### src/rtl/adder_arbiter_if.sv
// Request/response bus for the adder arbiter, including the link to the shared adder.
// The master side is the arbiter; the slave side is the requesters and the adder.
interface adder_arbiter_if #(
  parameter int unsigned N  = 4,
  parameter int unsigned W  = 4,
  parameter int unsigned CW = 16
);
  localparam int unsigned IdW = $clog2(N);

  logic [N-1:0]   io_req_valid;
  logic [N-1:0]   io_req_ready;
  logic [N*W-1:0] io_req_a;
  logic [N*W-1:0] io_req_b;
  logic [N-1:0]   io_resp_valid;
  logic [N-1:0]   io_resp_ready;
  logic [W-1:0]   io_resp_sum;
  logic [IdW-1:0] io_resp_id;
  logic [W-1:0]   io_add_a;
  logic [W-1:0]   io_add_b;
  logic [W-1:0]   io_add_sum;
  logic           io_busy;
  logic [CW-1:0]  io_op_count;

  modport master (
    input  io_req_valid, io_req_a, io_req_b, io_resp_ready, io_add_sum,
    output io_req_ready, io_resp_valid, io_resp_sum, io_resp_id, io_add_a, io_add_b,
           io_busy, io_op_count
  );

  modport slave (
    output io_req_valid, io_req_a, io_req_b, io_resp_ready, io_add_sum,
    input  io_req_ready, io_resp_valid, io_resp_sum, io_resp_id, io_add_a, io_add_b,
           io_busy, io_op_count
  );
endinterface

### src/rtl/adder_arbiter.sv
// Round-robin scheduler sharing one combinational adder among N requesters.
// One operation in flight: accept in IDLE, drive the adder in ISSUE, hand back the sum in RESP.
module adder_arbiter #(
  parameter int unsigned N  = 4,
  parameter int unsigned W  = 4,
  parameter int unsigned CW = 16
) (
  input  logic            clock,
  input  logic            reset,
  adder_arbiter_if.master bus
);
  localparam int unsigned IdW  = $clog2(N);
  localparam int unsigned SumW = IdW + 1;

  typedef enum logic [1:0] {StIdle, StIssue, StResp} state_e;

  state_e         state_q, state_d;
  logic [IdW-1:0] ptr_q;
  logic [IdW-1:0] resp_id_q;
  logic [W-1:0]   add_a_q, add_b_q, resp_sum_q;
  logic [CW-1:0]  op_count_q;

  logic [W-1:0]   req_a_arr [N];
  logic [W-1:0]   req_b_arr [N];
  logic           grant_vld;
  logic [IdW-1:0] grant_id;
  logic [SumW-1:0] scan;
  logic           req_hs;
  logic           resp_hs;

  for (genvar i = 0; i < N; i++) begin : g_unpack
    assign req_a_arr[i] = bus.io_req_a[i*W +: W];
    assign req_b_arr[i] = bus.io_req_b[i*W +: W];
  end

  // First valid requester scanning upward from ptr, wrapping modulo N.
  always_comb begin
    grant_vld = 1'b0;
    grant_id  = '0;
    scan      = '0;
    for (int unsigned k = 0; k < N; k++) begin
      scan = {1'b0, ptr_q} + SumW'(k);
      if (scan >= SumW'(N)) scan = scan - SumW'(N);
      if (!grant_vld && bus.io_req_valid[IdW'(scan)]) begin
        grant_vld = 1'b1;
        grant_id  = IdW'(scan);
      end
    end
  end

  assign req_hs  = (state_q == StIdle) && grant_vld;
  assign resp_hs = (state_q == StResp) && bus.io_resp_ready[resp_id_q];

  always_ff @(posedge clock or posedge reset) begin
    if (reset) state_q <= StIdle;
    else       state_q <= state_d;
  end

  always_comb begin
    state_d = state_q;
    unique case (state_q)
      StIdle:  if (grant_vld) state_d = StIssue;
      StIssue: state_d = StResp;
      StResp:  if (resp_hs) state_d = StIdle;
      default: state_d = StIdle;
    endcase
  end

  always_comb begin
    bus.io_req_ready  = '0;
    bus.io_resp_valid = '0;
    for (int unsigned i = 0; i < N; i++) begin
      bus.io_req_ready[i]  = req_hs && (grant_id == IdW'(i));
      bus.io_resp_valid[i] = (state_q == StResp) && (resp_id_q == IdW'(i));
    end
    bus.io_busy = (state_q != StIdle);
  end

  always_ff @(posedge clock or posedge reset) begin
    if (reset) begin
      ptr_q      <= '0;
      resp_id_q  <= '0;
      add_a_q    <= '0;
      add_b_q    <= '0;
      resp_sum_q <= '0;
      op_count_q <= '0;
    end else begin
      if (req_hs) begin
        add_a_q   <= req_a_arr[grant_id];
        add_b_q   <= req_b_arr[grant_id];
        resp_id_q <= grant_id;
      end
      if (state_q == StIssue) resp_sum_q <= bus.io_add_sum;
      if (resp_hs) begin
        // Pointer moves past the requester just served, so it has lowest priority next.
        ptr_q      <= (resp_id_q == IdW'(N - 1)) ? '0 : resp_id_q + 1'b1;
        op_count_q <= op_count_q + 1'b1;
      end
    end
  end

  assign bus.io_add_a      = add_a_q;
  assign bus.io_add_b      = add_b_q;
  assign bus.io_resp_sum   = resp_sum_q;
  assign bus.io_resp_id    = resp_id_q;
  assign bus.io_op_count   = op_count_q;
endmodule
### src/flat_wrapper.sv
// flat-port wrapper written by rule: the top's interface ports become plain ports
module adder_arbiter_flat 
#(
  parameter int unsigned N  = 4,
  parameter int unsigned W  = 4,
  parameter int unsigned CW = 16
)
  (clock, reset, bus_io_req_valid, bus_io_req_a, bus_io_req_b, bus_io_resp_ready, bus_io_add_sum, bus_io_req_ready, bus_io_resp_valid, bus_io_resp_sum, bus_io_resp_id, bus_io_add_a, bus_io_add_b, bus_io_busy, bus_io_op_count);
  adder_arbiter_if #(.N(N), .W(W), .CW(CW)) bus_i ();
  input  logic clock;
  input  logic reset;
  input wire logic [$bits(bus_i.io_req_valid)-1:0] bus_io_req_valid;
  input wire logic [$bits(bus_i.io_req_a)-1:0] bus_io_req_a;
  input wire logic [$bits(bus_i.io_req_b)-1:0] bus_io_req_b;
  input wire logic [$bits(bus_i.io_resp_ready)-1:0] bus_io_resp_ready;
  input wire logic [$bits(bus_i.io_add_sum)-1:0] bus_io_add_sum;
  output wire logic [$bits(bus_i.io_req_ready)-1:0] bus_io_req_ready;
  output wire logic [$bits(bus_i.io_resp_valid)-1:0] bus_io_resp_valid;
  output wire logic [$bits(bus_i.io_resp_sum)-1:0] bus_io_resp_sum;
  output wire logic [$bits(bus_i.io_resp_id)-1:0] bus_io_resp_id;
  output wire logic [$bits(bus_i.io_add_a)-1:0] bus_io_add_a;
  output wire logic [$bits(bus_i.io_add_b)-1:0] bus_io_add_b;
  output wire logic [$bits(bus_i.io_busy)-1:0] bus_io_busy;
  output wire logic [$bits(bus_i.io_op_count)-1:0] bus_io_op_count;
  assign bus_i.io_req_valid = bus_io_req_valid;
  assign bus_i.io_req_a = bus_io_req_a;
  assign bus_i.io_req_b = bus_io_req_b;
  assign bus_i.io_resp_ready = bus_io_resp_ready;
  assign bus_i.io_add_sum = bus_io_add_sum;
  assign bus_io_req_ready = bus_i.io_req_ready;
  assign bus_io_resp_valid = bus_i.io_resp_valid;
  assign bus_io_resp_sum = bus_i.io_resp_sum;
  assign bus_io_resp_id = bus_i.io_resp_id;
  assign bus_io_add_a = bus_i.io_add_a;
  assign bus_io_add_b = bus_i.io_add_b;
  assign bus_io_busy = bus_i.io_busy;
  assign bus_io_op_count = bus_i.io_op_count;
  adder_arbiter #(.N(N), .W(W), .CW(CW)) u_core (.clock(clock), .reset(reset), .bus(bus_i));
endmodule
### config.mk
export PLATFORM = sky130hd
export DESIGN_NAME = adder_arbiter_flat
export DESIGN_NICKNAME = d
export VERILOG_FILES = /design/src/rtl/adder_arbiter_if.sv /design/src/rtl/adder_arbiter.sv /design/src/flat_wrapper.sv
export SDC_FILE = /design/constraint.sdc
export NUM_CORES = 1
export LEC_CHECK = 0
export ABC_AREA = 1
export CORE_ASPECT_RATIO = 2
export CORE_MARGIN = 10
export CORE_UTILIZATION = 63
export CTS_CLUSTER_DIAMETER = 120
export CTS_CLUSTER_SIZE = 8
export DETAILED_ROUTE_END_ITERATION = 8
export DONT_BUFFER_PORTS = 1
export HOLD_SLACK_MARGIN = 0.15
export PLACE_DENSITY = 0.79
export SLEW_MARGIN = 10
export SYNTH_ARGS = -nofsm -noshare
export SYNTH_HDL_FRONTEND = slang
export SYNTH_SLANG_ARGS = --single-unit
### constraint.sdc
create_clock -name clock -period 2.56 [get_ports clock]
set_clock_uncertainty 0.1 [all_clocks]
set_input_delay 0.256 -clock clock [delete_from_list [all_inputs] [get_ports clock]]
set_output_delay 0.256 -clock clock [all_outputs]
set_load 0.05 [all_outputs]
==> flow_summary.yaml, run 1 <==
worst_hold_path:
  min_path_type: "in2reg"
clocking:
  cts-root-buf: "clkbuf_8"
  clkSlewWorstSetupHoldPaths_ns: 0.07
  cts_buffers: 5
  clock-sinks: 34
  clk_latency_ns: 0.28
  cts_tree: "yes"
  cts_buffer_depth: 2
  cts_max_level: 2
detailed_routing:
  avgViaCountPerCell: 5.15
  avgRoutedWirePerCell_um: 15.0
  antenna_left: 0
  drtPass1Iterations: 4
  drc_errors: 0
  routed-via-count: 2040
  totalWireLength_um: 5930
  drt_iter0_markers: 104
worst_setup_path:
  max_stage_delay_ns: 0.46
  crit_fanout: 10
  critPathKind: "reg2out"
  endpoint_kind: "output pin"
  slowest_stage: "dfrtp_2"
  rrSetupSlack_ns: 0.42
  crit_chain: "buf_4 > nand2_2 > nand3_2 > nand2_2 > nor2_4 > nand3b_1 > nand3_4 > inv_2 > nand2_2 > nor2_2 > buf_6"
  cp-start-kind: "flop"
  crit_top_cell: "nand2_2"
  arrival_ns: 2.11
  critPathRequiredTime_ns: 2.20
placed_design:
  hpwl_um: 4670
  dpl_worst_slack_ns: 0.169
  place_inst: 374
  place_area_um2: 2410
  finalWeightedCongestion: 0.900
  port_buffers: 0
synthesis:
  ys_seq_elements: 34
  syn_area_per_cell_um2: 7.21
  synthesis.area_um2: 2230
  async_reset_ff_share_pct: 100
  ys_warn_count: 0
  syn_nets: 360
  synth_seq_area_share_pct: 38.2
  ys_types: 28
  synthFlopType: "dfrtp_1"
  synth_enable_flop_cells: 0
  synthCells: 309
die:
  io_pins: 85
  initial_utilization_pct: 65.2
  dieArea_um2: 6460
  core_um2: 3420
  die_x_um: 62.1
  die_y_um: 104
  rows: 30
cells_and_area:
  finish.utilization_pct: 79.0
  mostFrequentLayoutCells: "120 x nand2_1, 33 x dfrtp_1, 29 x inv_1"
  instances_no_fill: 396
  finish.instance_area_um2: 2700
  nNetsFinal: 398
  drive_gt1_share_pct: 25.6
  antennaDiodeCount: 0
  final_common_cell: "nand2_1"
  area_growth_pct: 21.1
sta:
  finalMaxSlewViolations: 0
  post-route-period-util_pct: 96.3
  worst_pin_slew_ns: 0.638
  fin_crit_ns: 2.46
  hold_viol: 0
  fmax_mhz: 406
  slew-limit-headroom_pct: 57.4
  timing.final.ws_setup_ns: 0.0955
  setup_viol: 0
  setup_tns_ns: 0
run_status:
  outcome: "completed"
global_routing:
  grt_max_degree: 19
  grt_usage_pct: 18.4
  grt_first_pass_wirelength_um: 9350
  antenna_found_initial: 0
  grt_pass1_vias: 2068
  overflow: 0
power:
  ir_drop_mv: 0.965
  p_int_w: 0.00190
  p_leak_nw: 1.46
  p_per_area_nw_per_um2: 1620
  combPwrFrac_pct: 63.5
  p_sw_share_pct: 56.7
  power_switching_w: 0.00248
  clockPowerShare_pct: 9.3
  seqPwrFrac_pct: 27.2
flow_run:
  max_cap_viol_count: 0
==> kinds of logic (layout without fill, tap and decap cells) <==
| group | count (synthesis) | after routing | synth area share (%) |
|---|---|---|---|
| simple gates | 204 | 204 | 41.8 |
| buf+inv | 42 | 81 | 8.65 |
| flops | 34 | 34 | 38.2 |
| xor+xnor | 11 | 11 | 4.32 |
| compound gates | 9 | 9 | 2.19 |
| fa+ha+maj | 5 | 5 | 2.81 |
| mux | 4 | 4 | 2.02 |
==> layer usage <==
| layer | GRT usage, % | part of all wire, % |
|---|---|---|
| met5 | 0 | 0 |
| met2 | 34.1 | 57 |
| met1 | 16.7 | 32 |
| met4 | 6.75 | 1.9 |
| met3 | 6.36 | 9.4 |
==> synth_stat cells (3+ instances only) <==
cell,count,area (um^2)
xor2_1,8,70.1
dfrtp_1,34,851
o21ai_0,5,25.0
nand2_2,19,119
nand2_1,122,458
nor3_1,5,25.0
nand3_2,4,40.0
ha_1,5,62.6
buf_2,3,15.0
nor2_1,16,60.1
nand3_1,27,135
mux2_2,4,45.0
xnor2_1,3,26.3
inv_1,31,116
inv_2,4,15.0
==> metrics by stage <==
stage,power (W),hold WS (ns)
2_1_floorplan,0.00317,0.298
3_3_place_gp,0.00355,0.159
3_5_place_dp,0.00360,0.164
4_1_cts,0.00407,0.155
5_1_grt,0.00474,0.190
6_report,0.00437,0.161
==> registers in the layout, indices dropped and copies added, names as in the netlist <==
name,count
u_core.bus.io_add_b,4
u_core.state_q,2
u_core.bus.io_add_a,4
u_core.bus.io_resp_id,2
u_core.bus.io_op_count,16
u_core.ptr_q,2
u_core.bus.io_resp_sum,4
==> path summary, 6_finish.rpt <==
kind,from,end,depth (start not counted)
worst min register to register,u_core.bus.io_op_count[3],u_core.bus.io_op_count[7],4
worst max register to register,u_core.bus.io_resp_id[0],u_core.bus.io_op_count[13],11
worst max-delay path,u_core.ptr_q[0],bus_io_req_ready[3],11
worst min-delay path,bus_io_req_a[1],u_core.bus.io_add_a[1],6
min in group asynchronous,reset,u_core.bus.io_resp_sum[2],2
max in group asynchronous,reset,u_core.ptr_q[0],3
==> power by group through the flow <==
stage	clock network, W	registers [W]	logic, W
final	0.000405	0.00119	0.00278
after global routing	0.000441	0.00121	0.00309
after CTS	0.000418	0.00119	0.00246
after detailed placement	0	0.00120	0.00240
after global placement	0	0.00119	0.00236
after floorplan	0	0.00135	0.00182
==> worst max-delay path, delay by kind of cell, from the launching register on <==
kind / cells / cell delay [ns]
AND/OR/NAND/NOR: 8 / 0.89
buffers and inverters: 3 / 0.48
flip-flops: 1 / 0.46
==> timing repair <==
action,4_1_cts,5_1_grt
buffers inserted,1,7
gates resized for setup,4,17
hold endpoints to repair,22,0
hold buffers,6,0
endpoints found under the setup margin,4,4
pin swaps,1,2
==> final cells by class <==
type	instances	area, um^2
Tap cell	48	60.1
Multi-Input combinational cell	233	1230
Inverter	35	141
Fill cell	250	717
Sequential cell	34	852
Timing Repair Buffer	38	315
Clock inverter	2	12.5
Clock buffer	6	82.6
Note: power is estimated with default switching activity, not from simulation.
==> run 2: changes to the inputs <==
--- a/config.mk
+++ b/config.mk
@@ -8,13 +8,13 @@
 export ABC_AREA = 1
 export CORE_ASPECT_RATIO = 2
 export CORE_MARGIN = 10
-export CORE_UTILIZATION = 63
+export CORE_UTILIZATION = 57
 export CTS_CLUSTER_DIAMETER = 120
 export CTS_CLUSTER_SIZE = 8
 export DETAILED_ROUTE_END_ITERATION = 8
 export DONT_BUFFER_PORTS = 1
 export HOLD_SLACK_MARGIN = 0.15
-export PLACE_DENSITY = 0.79
+export PLACE_DENSITY = 0.75
 export SLEW_MARGIN = 10
 export SYNTH_ARGS = -nofsm -noshare
 export SYNTH_HDL_FRONTEND = slang
==> constraint.sdc (replaced) <==
create_clock -name clock -period 2.2 [get_ports clock]
set_clock_uncertainty 0.1 [all_clocks]
set_input_delay 0.33 -clock clock [delete_from_list [all_inputs] [get_ports clock]]
set_output_delay 0.33 -clock clock [all_outputs]
set_load 0.05 [all_outputs]
==> flow_summary.yaml, run 2 (synthesis results as in run 1) <==
die:
  die_x_um: 64.2
  initial_utilization_pct: 58.6
  dieArea_um2: 6960
  die_y_um: 108
  io_pins: 85
  core_um2: 3800
  rows: 32
power:
  p_per_area_nw_per_um2: 1890
  ir_drop_mv: 0.995
  p_leak_nw: 1.55
cells_and_area:
  mostFrequentLayoutCells: "112 x nand2_1, 41 x buf_4, 31 x dfrtp_1"
  finish.utilization_pct: 76.9
  fill_cells: 282
  drive_gt1_share_pct: 32.4
  nNetsFinal: 413
  finish.instance_area_um2: 2930
  area_growth_pct: 31.3
  largest_register_ff_count: 16
  final_common_cell: "nand2_1"
  antennaDiodeCount: 0
worst_setup_path:
  arrival_ns: 2.08
  crit_fanout: 7
  critPathKind: "reg2out"
  cp-start-kind: "flop"
  critPathRequiredTime_ns: 1.77
  rrSetupSlack_ns: 0.04
  endpoint_kind: "output pin"
worst_hold_path:
  min_path_type: "in2reg"
clocking:
  clkSlewWorstSetupHoldPaths_ns: 0.06
  cts_tree: "yes"
  cts_max_level: 2
  clock-sinks: 34
  cts-root-buf: "clkbuf_8"
  clk_latency_ns: 0.28
  cts_buffer_depth: 2
  cts_buffers: 5
detailed_routing:
  routed-via-count: 2118
  drtPass1Iterations: 4
  avgViaCountPerCell: 5.14
  drt_iter0_markers: 101
  avgRoutedWirePerCell_um: 15.3
  totalWireLength_um: 6300
  drc_errors: 0
  antenna_left: 0
run_status:
  violations: "setup timing"
  outcome: "complete, but fails checks"
placed_design:
  hpwl_um: 4800
  place_area_um2: 2580
  port_buffers: 0
  finalWeightedCongestion: 0.879
  dpl_worst_slack_ns: -0.0391
sta:
  finalMaxSlewViolations: 0
  worst_pin_slew_ns: 0.565
  setup_viol: 4
  fmax_mhz: 398
  post-route-period-util_pct: 114
  fin_crit_ns: 2.51
  hold_viol: 0
  rsz0062_at_grt: "yes"
  timing.final.ws_setup_ns: -0.313
  slew-limit-headroom_pct: 62.3
global_routing:
  grt_usage_pct: 18.0
  grt_pass1_vias: 2103
  grt_max_degree: 35
  antenna_found_initial: 0
  grt_first_pass_wirelength_um: 10000
  overflow: 0
flow_run:
  max_cap_viol_count: 0
## run 2: layout make-up
cell class	instances	area (um^2)	share of cell area (%)
Sequential cell	34	855	29.2
Inverter	35	143	4.87
Multi-Input combinational cell	233	1310	44.6
Timing Repair Buffer	52	469	16.0
Tap cell	51	63.8	2.18
Timing Repair inverter	1	7.51	0.257
Clock buffer	6	82.6	2.82
## run 2: per-stage QoR
stage                     hold slack (ns)  total power [W]  TNS [ns]  cells
after CTS                           0.231          0.00542     -1.14    408
after global placement              0.233          0.00456         0    387
final                               0.234          0.00554     -1.19    412
after detailed placement            0.236          0.00462    -0.122    387
after floorplan                     0.372          0.00381    -0.159    309
after global routing                0.261          0.00597     -2.44    412
## run 2: power by group
part / switching, W / leakage (nW) / internal [W]
combinational: 0.00228 / 1.10 / 0.00142
sequential: 0.000554 / 0.406 / 0.000839
clock: 0.000202 / 0.0431 / 0.000241
total: 0.00304 / 1.55 / 0.00250
## run 2: worst paths after layout
check | start | end | cells after the start
max | u_core.ptr_q[0] | bus_io_req_ready[1] | 13
min | bus_io_req_a[10] | u_core.bus.io_add_a[2] | 6
max reg2reg | u_core.ptr_q[0] | u_core.bus.io_add_b[1] | 17
min reg2reg | u_core.bus.io_op_count[8] | u_core.bus.io_op_count[8] | 2
max in group asynchronous | reset | u_core.ptr_q[0] | 3
min in group asynchronous | reset | u_core.bus.io_op_count[5] | 3
## run 2: repair_timing
action / in CTS / in global routing
pin swaps: 11 / 3
cloned: 1 / 0
gates resized for setup: 25 / 10
endpoints found under the setup margin: 4 / 15
setup buffers: 9 / 5
hold buffers: 5 / 0
hold endpoints to repair: 38 / 0
## run 2: per-layer routing
metal	up-vias	share of wire, %	track usage [%]	wire length [um]
met1	980	35	16.7	2180
met3	12	8.4	6.32	527
met4	0	2.7	9.54	172
li1	1053	-	-	-
met2	73	54	33.2	3420
met5	-	0	0	0
## run 2: critical path, stage by stage (launching register included)
cell and delay [ns]:
dfrtp_2 0.47, buf_6 0.17, nand2_1 0.08, nand2_2 0.08, nand2_2 0.09, nand2_2 0.07, nor2_4 0.13, nand3_4 0.11
nand2_4 0.10, nand2_4 0.06, clkinvlp_4 0.10, nand2_2 0.09, nor2_4 0.13, buf_12 0.14
